$ cat config.mk
export PLATFORM = sky130hd
export DESIGN_NAME = tdm_deserializer8_flat
export DESIGN_NICKNAME = d
export VERILOG_FILES = /design/src/rtl/tdm_deserializer8_if.sv /design/src/rtl/tdm_deserializer8.sv /design/src/flat_wrapper.sv
export SDC_FILE = /design/constraint.sdc
export NUM_CORES = 1
export LEC_CHECK = 0
export ABC_AREA = 0
export ABC_CLOCK_PERIOD_IN_PS = 2000
export CAP_MARGIN = 20
export CORE_ASPECT_RATIO = 0.5
export CORE_MARGIN = 2
export CORE_UTILIZATION = 30
export DETAILED_ROUTE_END_ITERATION = 10
export GPL_ROUTABILITY_DRIVEN = 1
export GPL_TIMING_DRIVEN = 0
export PLACE_DENSITY = 0.52
export SLEW_MARGIN = 5
export SYNTH_ARGS = -nofsm -noshare
export SYNTH_HDL_FRONTEND = slang
export SYNTH_SLANG_ARGS = --single-unit
$ cat constraint.sdc
create_clock -name clk -period 2 [get_ports clk]
set_input_delay 0.6 -clock clk [delete_from_list [all_inputs] [get_ports clk]]
set_output_delay 0.6 -clock clk [all_outputs]
set_load 0.1 [all_outputs]
$ cat src/rtl/tdm_deserializer8_if.sv
// Serial-in strobes and parallel-out status of the TDM deserializer.
// The master drives the line side; the slave is the deserializer itself.
interface tdm_deserializer8_if #(
  parameter int WIDTH = 8
);
  localparam int SLOT_W = $clog2(WIDTH + 1);

  logic              iSerial;
  logic              iValid;
  logic              iSync;
  logic [WIDTH-1:0]  oData;
  logic [SLOT_W-1:0] oSlot;
  logic              oFrameValid;
  logic              oSyncErr;
  logic              oParityErr;

  modport master (
    output iSerial, iValid, iSync,
    input  oData, oSlot, oFrameValid, oSyncErr, oParityErr
  );

  modport slave (
    input  iSerial, iValid, iSync,
    output oData, oSlot, oFrameValid, oSyncErr, oParityErr
  );
endinterface

$ cat src/rtl/tdm_deserializer8.sv
// Self-timed TDM slot deserializer: sync marks slot 0 and WIDTH slots form one word.
// Define PARITY_EN to append an even-parity slot after the data slots.
module tdm_deserializer8 #(
  parameter int   WIDTH      = 8,
  parameter logic IDLE_LEVEL = 1'b1
) (
  input logic               clk,
  input logic               rst,
  tdm_deserializer8_if.slave bus
);
  localparam int SLOT_W = $clog2(WIDTH + 1);
`ifdef PARITY_EN
  localparam int LAST = WIDTH;
`else
  localparam int LAST = WIDTH - 1;
`endif

  typedef enum logic [1:0] {HUNT, RECV, WAIT} state_t;

  state_t            state_q, state_d;
  logic [LAST-1:0]   shadow_q, shadow_d;
  logic [WIDTH-1:0]  data_q, data_d;
  logic [SLOT_W-1:0] slot_q, slot_d;
  logic              frame_valid_q, frame_valid_d;
  logic              sync_err_q, sync_err_d;
`ifdef PARITY_EN
  logic              parity_err_q, parity_err_d;
`endif

  always_comb begin
    state_d       = state_q;
    shadow_d      = shadow_q;
    data_d        = data_q;
    slot_d        = slot_q;
    frame_valid_d = 1'b0;
    sync_err_d    = 1'b0;
`ifdef PARITY_EN
    parity_err_d  = 1'b0;
`endif
    if (bus.iValid) begin
      // A sync strobe always restarts at slot 0, whatever state the frame was in.
      if (bus.iSync) begin
        sync_err_d  = (state_q == RECV);
        shadow_d    = '0;
        shadow_d[0] = bus.iSerial;
        slot_d      = SLOT_W'(1);
        state_d     = RECV;
      end else begin
        case (state_q)
          HUNT: state_d = HUNT;
          WAIT: begin
            sync_err_d = 1'b1;
            state_d    = HUNT;
          end
          RECV: begin
            if (slot_q == SLOT_W'(LAST)) begin
`ifdef PARITY_EN
              if (^{bus.iSerial, shadow_q} == 1'b0) begin
                data_d        = shadow_q;
                frame_valid_d = 1'b1;
              end else begin
                parity_err_d  = 1'b1;
              end
`else
              data_d        = {bus.iSerial, shadow_q};
              frame_valid_d = 1'b1;
`endif
              slot_d  = '0;
              state_d = WAIT;
            end else begin
              for (int i = 0; i < LAST; i++) begin
                if (slot_q == SLOT_W'(i)) shadow_d[i] = bus.iSerial;
              end
              slot_d = slot_q + SLOT_W'(1);
            end
          end
          default: state_d = HUNT;
        endcase
      end
    end
  end

  always_ff @(posedge clk) begin
    if (rst) begin
      state_q       <= HUNT;
      shadow_q      <= '0;
      data_q        <= {WIDTH{IDLE_LEVEL}};
      slot_q        <= '0;
      frame_valid_q <= 1'b0;
      sync_err_q    <= 1'b0;
`ifdef PARITY_EN
      parity_err_q  <= 1'b0;
`endif
    end else begin
      state_q       <= state_d;
      shadow_q      <= shadow_d;
      data_q        <= data_d;
      slot_q        <= slot_d;
      frame_valid_q <= frame_valid_d;
      sync_err_q    <= sync_err_d;
`ifdef PARITY_EN
      parity_err_q  <= parity_err_d;
`endif
    end
  end

  assign bus.oData       = data_q;
  assign bus.oSlot       = slot_q;
  assign bus.oFrameValid = frame_valid_q;
  assign bus.oSyncErr    = sync_err_q;
`ifdef PARITY_EN
  assign bus.oParityErr  = parity_err_q;
`else
  assign bus.oParityErr  = 1'b0;
`endif
endmodule

$ cat src/flat_wrapper.sv
// flat-port wrapper written by rule: the top's interface ports become plain ports
module tdm_deserializer8_flat 
#(
  parameter int   WIDTH      = 8,
  parameter logic IDLE_LEVEL = 1'b1
)
  (clk, rst, bus_iSerial, bus_iValid, bus_iSync, bus_oData, bus_oSlot, bus_oFrameValid, bus_oSyncErr, bus_oParityErr);
  tdm_deserializer8_if #(.WIDTH(WIDTH)) bus_i ();
  input logic clk;
  input logic rst;
  input wire logic [$bits(bus_i.iSerial)-1:0] bus_iSerial;
  input wire logic [$bits(bus_i.iValid)-1:0] bus_iValid;
  input wire logic [$bits(bus_i.iSync)-1:0] bus_iSync;
  output wire logic [$bits(bus_i.oData)-1:0] bus_oData;
  output wire logic [$bits(bus_i.oSlot)-1:0] bus_oSlot;
  output wire logic [$bits(bus_i.oFrameValid)-1:0] bus_oFrameValid;
  output wire logic [$bits(bus_i.oSyncErr)-1:0] bus_oSyncErr;
  output wire logic [$bits(bus_i.oParityErr)-1:0] bus_oParityErr;
  assign bus_i.iSerial = bus_iSerial;
  assign bus_i.iValid = bus_iValid;
  assign bus_i.iSync = bus_iSync;
  assign bus_oData = bus_i.oData;
  assign bus_oSlot = bus_i.oSlot;
  assign bus_oFrameValid = bus_i.oFrameValid;
  assign bus_oSyncErr = bus_i.oSyncErr;
  assign bus_oParityErr = bus_i.oParityErr;
  tdm_deserializer8 #(.WIDTH(WIDTH), .IDLE_LEVEL(IDLE_LEVEL)) u_core (.clk(clk), .rst(rst), .bus(bus_i));
endmodule
---- After elaboration in Yosys (flattened, before gate mapping) ----
Cells that the tools add are included.
word-level totals
  flip-flop bits (word level) ............. 23
  bits of input ports ..................... 5
  output and inout bits ................... 15
  logic and storage cells ................. 67
cells by class
  $add $sub $neg .......................... 1
  equal/unequal tests ..................... 11
  multiplexer cells ....................... 19
  bitwise logic cells ..................... 3
  reductions and logical operators ........ 21
operators with widths
  operator                                                               count
  4-bit AND reduction                                                    8
  7-bit 2-to-1 mux                                                       3
  4-bit by 3-bit equality test with 1-bit output, second input constant  4
  2-bit nonzero test                                                     8
  4-bit 2-to-1 mux                                                       3
  1-bit 2-to-1 mux                                                       10
  4-bit by 2-bit equality test with 1-bit output, second input constant  2
  2-bit 2-to-1 mux                                                       3
  4-bit by 1-bit adder with 4-bit output, second input constant          1
  4-bit by 1-bit equality test with 1-bit output, second input constant  1
  4-bit zero test                                                        1
  2-bit AND reduction                                                    2
  4-bit OR reduction                                                     1
  3-bit != test, second input constant                                   1
  1-bit NOT                                                              3
  2-bit by 1-bit equality test with 1-bit output, second input constant  1
  2-bit equality test, second input constant                             1
  2-bit != test, second input constant                                   1
  2-bit OR reduction                                                     1

---- Logic depth before layout (Yosys ltp) ----
Gate-level depths: netlist of run 1.
  word-level depth ........................ 5
  gate-level depth with buffers ........... 7

---- Least setup slack after synthesis of run 1 ----
No wires, ideal clock.
  path type ............................... register to register
  start point ............................. register u_core.slot_q[1], in the netlist u_core.bus.oSlot[1]
  end point ............................... register u_core.shadow_q[4]
  library setup time ...................... 0.059 ns
  data arrival time ....................... 2.023 ns
  path slack .............................. -0.082 ns
  cell stages (with the launch flop) ...... 6
  cells stage by stage .................... dfxtp_1 > ha_1 > nor3b_1 > a211o_1 > o21ai_1 > a22o_1
on the way
  cells in the longest elaborated chain, start to end .. 3
  elaborated cells between the ends (all ways) .. 5
  classes of those cells .................. eq/ne: 3; reduce/logical: 2
RTL lines
  what                                                                         RTL line                                          source
  start: declaration                                                           tdm_deserializer8.sv:23                           logic [SLOT_W-1:0] slot_q, slot_d;
  start signal: assignment                                                     tdm_deserializer8.sv:98                           slot_q <= slot_d;
  4-bit by 3-bit equality test with 1-bit output, on equally long branches     tdm_deserializer8.sv:56, tdm_deserializer8.sv:72
  2-bit != test (no source line) / 2-bit nonzero test (equally long branches)  n/a
  4-bit AND reduction (no source line) (*)                                     n/a
  end signal: assignment                                                       tdm_deserializer8.sv:96                           shadow_q <= shadow_d;
  end: declaration                                                             tdm_deserializer8.sv:21                           logic [LAST-1:0] shadow_q, shadow_d;
Mark *: on every way between the ends. The rest lies on a longest branch, timed or not.
A chain may end at the register's enable or synchronous reset.

---- Worst setup path after layout of run 1 ----
  start point ............................. register u_core.slot_q[2], in the netlist u_core.bus.oSlot[2]
  end point ............................... output bus_oSlot[2]
RTL lines
  what              RTL line            source
  end: declaration  flat_wrapper.sv:15  output wire logic [$bits(bus_i.oSlot)-1:0] bus_oSlot;
No word-level cell between the ends.

==> flow_summary.json, run 1 <==
{
  "area_delta_synth_final_pct": 25.66,
  "powerDensity_nw_per_um2": 613.6,
  "ir_worst_vdd_v": 0.0002543,
  "crit_buf_inv": 1,
  "layout_common_cells": "dfxtp_1 (20), nor2_1 (17), clkdlybuf4s15_2 (13)",
  "boundaryPins": 20,
  "syn_area_per_cell_um2": 8.946,
  "clock-skew-final_ns": 0.004771,
  "fill_cells": 377,
  "initial_core_util": 0.3220,
  "arrival_ns": 1.35,
  "tritoncts": "yes",
  "rows": 15,
  "synth_edf_count": 0,
  "grt-ovfl-total": 0,
  "io_buffers": 16,
  "critical_path.endpoint_type": "output pin",
  "post_drt_wl_per_cell_um": 12.79,
  "vias": 951,
  "min_path_type": "flop to flop",
  "worst-path-max-fanout": 9,
  "crit_slowest_cell": "clkdlybuf4s18_2",
  "hpwl_mm": 1.766,
  "cp.required_ns": 1.40,
  "crit_family": "buffers and inverters",
  "finish.utilization": 0.4046,
  "wl_mm": 2.532,
  "drt_iter0_markers": 54,
  "die_w_um": 91.03,
  "syn_area_um2": 1136,
  "grt_max_degree": 14,
  "final_common_cell": "dfxtp_1",
  "ys.flop_type": "dfxtp_1",
  "clk_latency_ns": 0.27,
  "cts_sinks": 23,
  "worstSetupPathType": "flop to output pin",
  "finalCriticalPeriod_ns": 1.945,
  "total_power_uw": 876.0,
  "grt_pass1_vias": 860,
  "cap_violations": 0,
  "diodes": 0,
  "cts_max_path_buffers": 2,
  "startpoint_type": "flop",
  "gp_congestion": 0.7652,
  "layout-drive-gt1-share": 0.2381,
  "grt_first_pass_wirelength_mm": 4.195,
  "grt_usage": 0.1297,
  "cts-root-buf": "clkbuf_8",
  "cts.reportedPaths.clkPinSlew_ns": 0.09,
  "synth_warnings": 0,
  "maxSlewViolCount": 0,
  "cpPeakStageDelay_ns": 0.59,
  "rsz0062_at_grt": "no",
  "synthArstFlopShare": 0,
  "outcome": "complete, no violations",
  "core_area_um2": 3528,
  "fp.dieH_um": 47.52,
  "crit_chain": "clkdlybuf4s18_2",
  "via_per_inst": 4.803,
  "drc": 0,
  "drtPass1Iterations": 4,
  "finalCritPeriodShare": 0.9727,
  "holdBufCountCts": 0,
  "setup_viol": 0,
  "hold_violations": 0,
  "ant_nets": 0,
  "cts_made_buffers": 3,
  "die_area_um2": 4325,
  "relSlewSlack": 0.6376,
  "ys_seq_area_frac": 0.4053,
  "max_freq_mhz": 514.1,
  "post_synth_num_cell_types": 43,
  "synth-seq-cells": 23,
  "syn_nets": 137,
  "nets": 158,
  "syn_inst": 127,
  "antenna_found_initial": 0,
  "leakagePower_uw": 0.0005465,
  "htree_levels": 1,
  "worst_pin_slew_ns": 0.5461
}
-- worst paths after layout --
| check | from | endpoint | slack [ns] | depth (start not counted) |
|---|---|---|---|---|
| max | u_core.bus.oSlot[2]$_SDFFE_PP0P_ | bus_oSlot[2] | 0.05 | 1 |
| min | u_core.shadow_q[3]$_SDFFE_PP0P_ | u_core.shadow_q[3]$_SDFFE_PP0P_ | 0.46 | 2 |
| min reg2reg | u_core.shadow_q[3]$_SDFFE_PP0P_ | u_core.shadow_q[3]$_SDFFE_PP0P_ | 0.46 | 2 |
| max reg2reg | u_core.bus.oSlot[0]$_SDFFE_PP0P_ | u_core.shadow_q[4]$_SDFFE_PP0P_ | 0.45 | 5 |
-- Yosys cell counts, drive strengths merged (2+ instances only) --
library cell	instances	area [um2]
a22oi	2	15.01
dfxtp	23	460.4
buf	5	50.04
a22o	4	35.03
inv	4	15.01
nor3b	3	27.52
and3	2	12.51
a31oi	2	18.77
a211o	3	26.28
o21ai	5	28.77
nand3	2	10.01
ha	5	62.56
nand2	5	18.77
clkbuf	4	16.26
o2bb2ai	3	26.28
nor3	10	60.06
a21oi	13	72.57
nor2	17	63.81
-- timing repair --
item / in CTS / in global routing
endpoints found under the setup margin: 14 / 5
buffers inserted: 0 / 0
gates resized for setup: 42 / 3
-- stage by stage --
stage / hold slack (ns) / area (um2) / std cells / setup WS, ns / TNS, ns
after floorplan: 0.4298 / 1140 / 127 / 0.05716 / 0
after global placement: 0.4485 / 1364 / 194 / -0.2461 / -2.379
after detailed placement: 0.4486 / 1364 / 194 / -0.2445 / -2.841
after CTS: 0.4627 / 1428 / 198 / 0.03902 / 0
after global routing: 0.4808 / 1428 / 198 / 0.01353 / 0
final: 0.4594 / 1428 / 198 / 0.05468 / 0
-- cell families (layout without fill, tap and decap cells) --
kind of cell | count (synthesis) | after routing | synth area share
buffers and inverters | 13 | 33 | 0.07157
flip-flops | 23 | 23 | 0.4053
AO/OA/AOI/OAI | 38 | 38 | 0.2390
AND/OR/NAND/NOR | 47 | 47 | 0.2258
other | 1 | 1 | 0.003301
adder cells (fa/ha/maj) | 5 | 5 | 0.05507
-- flip-flops by register name, summed over array words and instances (netlist names) --
name	flops
u_core.shadow_q	7
u_core.bus.oFrameValid	1
u_core.state_q	2
u_core.bus.oData	8
u_core.bus.oSyncErr	1
u_core.bus.oSlot	4
-- tightest hold or removal path, cell delays in order, from the launching register on --
cell       delay, ns
dfxtp_1         0.32
nand2_1         0.05
o2bb2ai_1       0.05
-- area by class of cell --
type / count / area (um2) / share of cell area
sequential: 23 / 464.2 / 0.3252
timing repair buffer: 16 / 176.4 / 0.1236
inverter: 4 / 15.01 / 0.01052
buffer: 9 / 67.56 / 0.04733
clock inverter: 1 / 5.005 / 0.003506
multi-input combinational: 91 / 594.3 / 0.4163
tap: 51 / 63.81 / 0.04470
clock buffer: 3 / 41.29 / 0.02892
-- per-layer routing --
layer,global-route usage,part of all wire,up-vias
met5,0,0,-
met1,0.1744,0.55,437
li1,-,-,495
met2,0.2059,0.40,17
met4,0.04545,0.011,0
met3,0.03780,0.041,2
-- power breakdown --
group | internal, uW | leakage, uW | switching [uW]
clock network | 139 | 0.0000255 | 163
logic | 32.4 | 0.000334 | 72.1
registers | 463 | 0.000188 | 5.92
total | 635 | 0.000547 | 241
Power figures use the tool's default switching activity.
==> inputs of run 2 (changes only) <==
--- a/config.mk
+++ b/config.mk
@@ -7,14 +7,16 @@
 export LEC_CHECK = 0
 export ABC_AREA = 0
 export ABC_CLOCK_PERIOD_IN_PS = 2000
-export CAP_MARGIN = 20
+export CAP_MARGIN = 15
 export CORE_ASPECT_RATIO = 0.5
 export CORE_MARGIN = 2
 export CORE_UTILIZATION = 30
 export DETAILED_ROUTE_END_ITERATION = 10
 export GPL_ROUTABILITY_DRIVEN = 1
 export GPL_TIMING_DRIVEN = 0
+export HOLD_SLACK_MARGIN = 0.1
 export PLACE_DENSITY = 0.52
+export SETUP_SLACK_MARGIN = 0.4
 export SLEW_MARGIN = 5
 export SYNTH_ARGS = -nofsm -noshare
 export SYNTH_HDL_FRONTEND = slang
==> run 2 against run 1 <==
Compared with the run above: first-iteration DRC count shrank 19%; power fell by 0.11%; clock-buffer cell count is the same; die area is the same; highest routed layer is now met3; combinational power increased by 8%; critical path depth stayed put.
==> flow_summary.json, run 2 (same netlist as run 1, synthesis figures left out) <==
{
  "rows": 15,
  "die_area_um2": 4325,
  "worstSetupPathType": "flop to output pin",
  "wl_met2_mm": 1.078,
  "dr_wl_met3_um": 113,
  "tritoncts": "yes",
  "setup_viol": 0,
  "diodes": 0,
  "startpoint": "u_core.bus.oSlot[1]$_SDFFE_PP0P_",
  "crit_family": "flip-flops",
  "drt_iter0_markers": 44,
  "clock-skew-final_ns": 0.004369,
  "crit_end": "bus_oSlot[1]",
  "crit_chain": "buf_4",
  "rsz0062_at_grt": "no",
  "r2r_slack_ns": 0.56,
  "clk_latency_ns": 0.27,
  "initial_core_util": 0.3220,
  "ff_latch_area_um2": 473.0,
  "final_common_cell": "dfxtp_1",
  "design_area_um2": 1450,
  "area_delta_synth_final_pct": 27.64,
  "crit_slowest_cell": "dfxtp_4",
  "largest_reg_flops": 8,
  "core_area_um2": 3528,
  "layout-drive-gt1-share": 0.2770,
  "leakagePower_uw": 0.0005813,
  "vias": 939,
  "grt_max_degree": 14,
  "routed.top_layer": "met3",
  "detailedPlace.worstSlack_ns": -0.1986,
  "htree_levels": 1,
  "grt_first_pass_wirelength_mm": 4.209,
  "antenna_found_initial": 0,
  "wl_mm": 2.516,
  "cts_max_path_buffers": 2,
  "hold_violations": 0,
  "fp.dieH_um": 47.52,
  "ir_worst_vdd_v": 0.0002026,
  "startpoint_type": "flop",
  "via_per_inst": 4.719,
  "layout_common_cells": "dfxtp_1 (19), nor2_1 (17), buf_4 (14)",
  "cpPeakStageDelay_ns": 0.39,
  "hpwl_mm": 1.778,
  "cts-root-buf": "clkbuf_8",
  "met1_length_mm": 1.324,
  "cap_violations": 0,
  "grt_pass1_vias": 826,
  "multi_input_area_um2": 616.8,
  "powerDensity_nw_per_um2": 603.4,
  "crit_buf_inv": 1,
  "arrival_ns": 0.96,
  "drtPass1Iterations": 4,
  "io_buffers": 16,
  "finalCriticalPeriod_ns": 1.560,
  "cp_num_cells": 1,
  "r2r-start": "u_core.bus.oSlot[0]$_SDFFE_PP0P_",
  "ant_nets": 0,
  "post_drt_wl_per_cell_um": 12.64,
  "critical_path.endpoint_type": "output pin",
  "maxSlewViolCount": 0,
  "grt_usage": 0.1289,
  "reg2regPathDepth": 5,
  "cp.required_ns": 1.40,
  "cts.reportedPaths.clkPinSlew_ns": 0.09,
  "cts_sinks": 23,
  "finalCritPeriodShare": 0.7800,
  "drc": 0,
  "dpl_cell_area_um2": 1398,
  "cts_made_buffers": 3,
  "outcome": "complete, no violations",
  "die_w_um": 91.03,
  "finish.utilization": 0.4110,
  "holdBufCountCts": 0,
  "worst-path-max-fanout": 7,
  "boundaryPins": 20,
  "min_path_type": "flop to flop",
  "gp_congestion": 0.7520,
  "grt-ovfl-total": 0,
  "tns_ns": 0,
  "max_freq_mhz": 641.0,
  "r2r-end": "u_core.shadow_q[4]$_SDFFE_PP0P_",
  "fin_ws_ns": 0.4400,
  "fill_cells": 387,
  "nets": 159
}
[run 2: changes by cell type in the layout (fill, tap and decap cells not counted), moves of 2 or more]
cell,before,now
buf_6,2,4
clkbuf_2,2,0
clkbuf_4,0,2
clkdlybuf4s15_2,13,0
buf_4,1,14
dfxtp_2,3,1
dfxtp_4,0,3
nor3_4,0,2
[run 2: routing by layer]
metal  up-vias  global-route usage
met5         -                   0
li1        497                   -
met3         0             0.04094
met1       424              0.1897
met2        18              0.1807
met4         0             0.03636
[run 2: worst min path at each step]
stage / startpoint / to / cells after the start
final: u_core.shadow_q[3]$_SDFFE_PP0P_ / u_core.shadow_q[3]$_SDFFE_PP0P_ / 2
after global routing: u_core.shadow_q[1]$_SDFFE_PP0P_ / u_core.shadow_q[1]$_SDFFE_PP0P_ / 2
after CTS: u_core.shadow_q[3]$_SDFFE_PP0P_ / u_core.shadow_q[3]$_SDFFE_PP0P_ / 2
after detailed placement: u_core.shadow_q[3]$_SDFFE_PP0P_ / u_core.shadow_q[3]$_SDFFE_PP0P_ / 2
after global placement: u_core.shadow_q[3]$_SDFFE_PP0P_ / u_core.shadow_q[3]$_SDFFE_PP0P_ / 2
after floorplan: u_core.shadow_q[3]$_SDFFE_PP0P_ / u_core.shadow_q[3]$_SDFFE_PP0P_ / 2
[run 2: worst reg2reg max path, cell delays in order (launching register included)]
cell     delay, ns
dfxtp_4       0.38
ha_1          0.28
nor3b_2       0.25
a211o_1       0.15
o21ai_1       0.06
a22o_1        0.22
[run 2: layout make-up]
cell class / instances / area share
multi-input cells: 91 / 0.4254
flip-flops and latches: 23 / 0.3261
repair buffers: 17 / 0.09836
plain buffers: 9 / 0.06385
well taps: 51 / 0.04400
clock buffers: 3 / 0.02847
inverters: 4 / 0.01035
clock inverters: 1 / 0.003451
[run 2: what timing repair did]
item | 4_1_cts | 5_1_grt
cloned | 0 | 0
setup endpoints to repair | 33 | 13
pin swaps | 1 | 3
setup buffers | 1 | 0
resized for setup | 89 | 9
[run 2: power by group]
part	total, uW	internal (uW)	leakage (uW)	switching (uW)
Sequential	466	460	0.000189	6.12
Clock	297	139	0.0000255	158
Combinational	112	38.4	0.000367	73.6
[run 2: through the flow]
| stage | cells | hold WS, ns | power (uW) |
|---|---|---|---|
| 4_1_cts | 199 | 0.4621 | 882.8 |
| 6_report | 199 | 0.4611 | 875.0 |
| 3_5_place_dp | 194 | 0.4491 | 584.7 |
| 3_3_place_gp | 194 | 0.4475 | 584.4 |
| 2_1_floorplan | 127 | 0.4298 | 559.0 |
| 5_1_grt | 199 | 0.4798 | 918.7 |
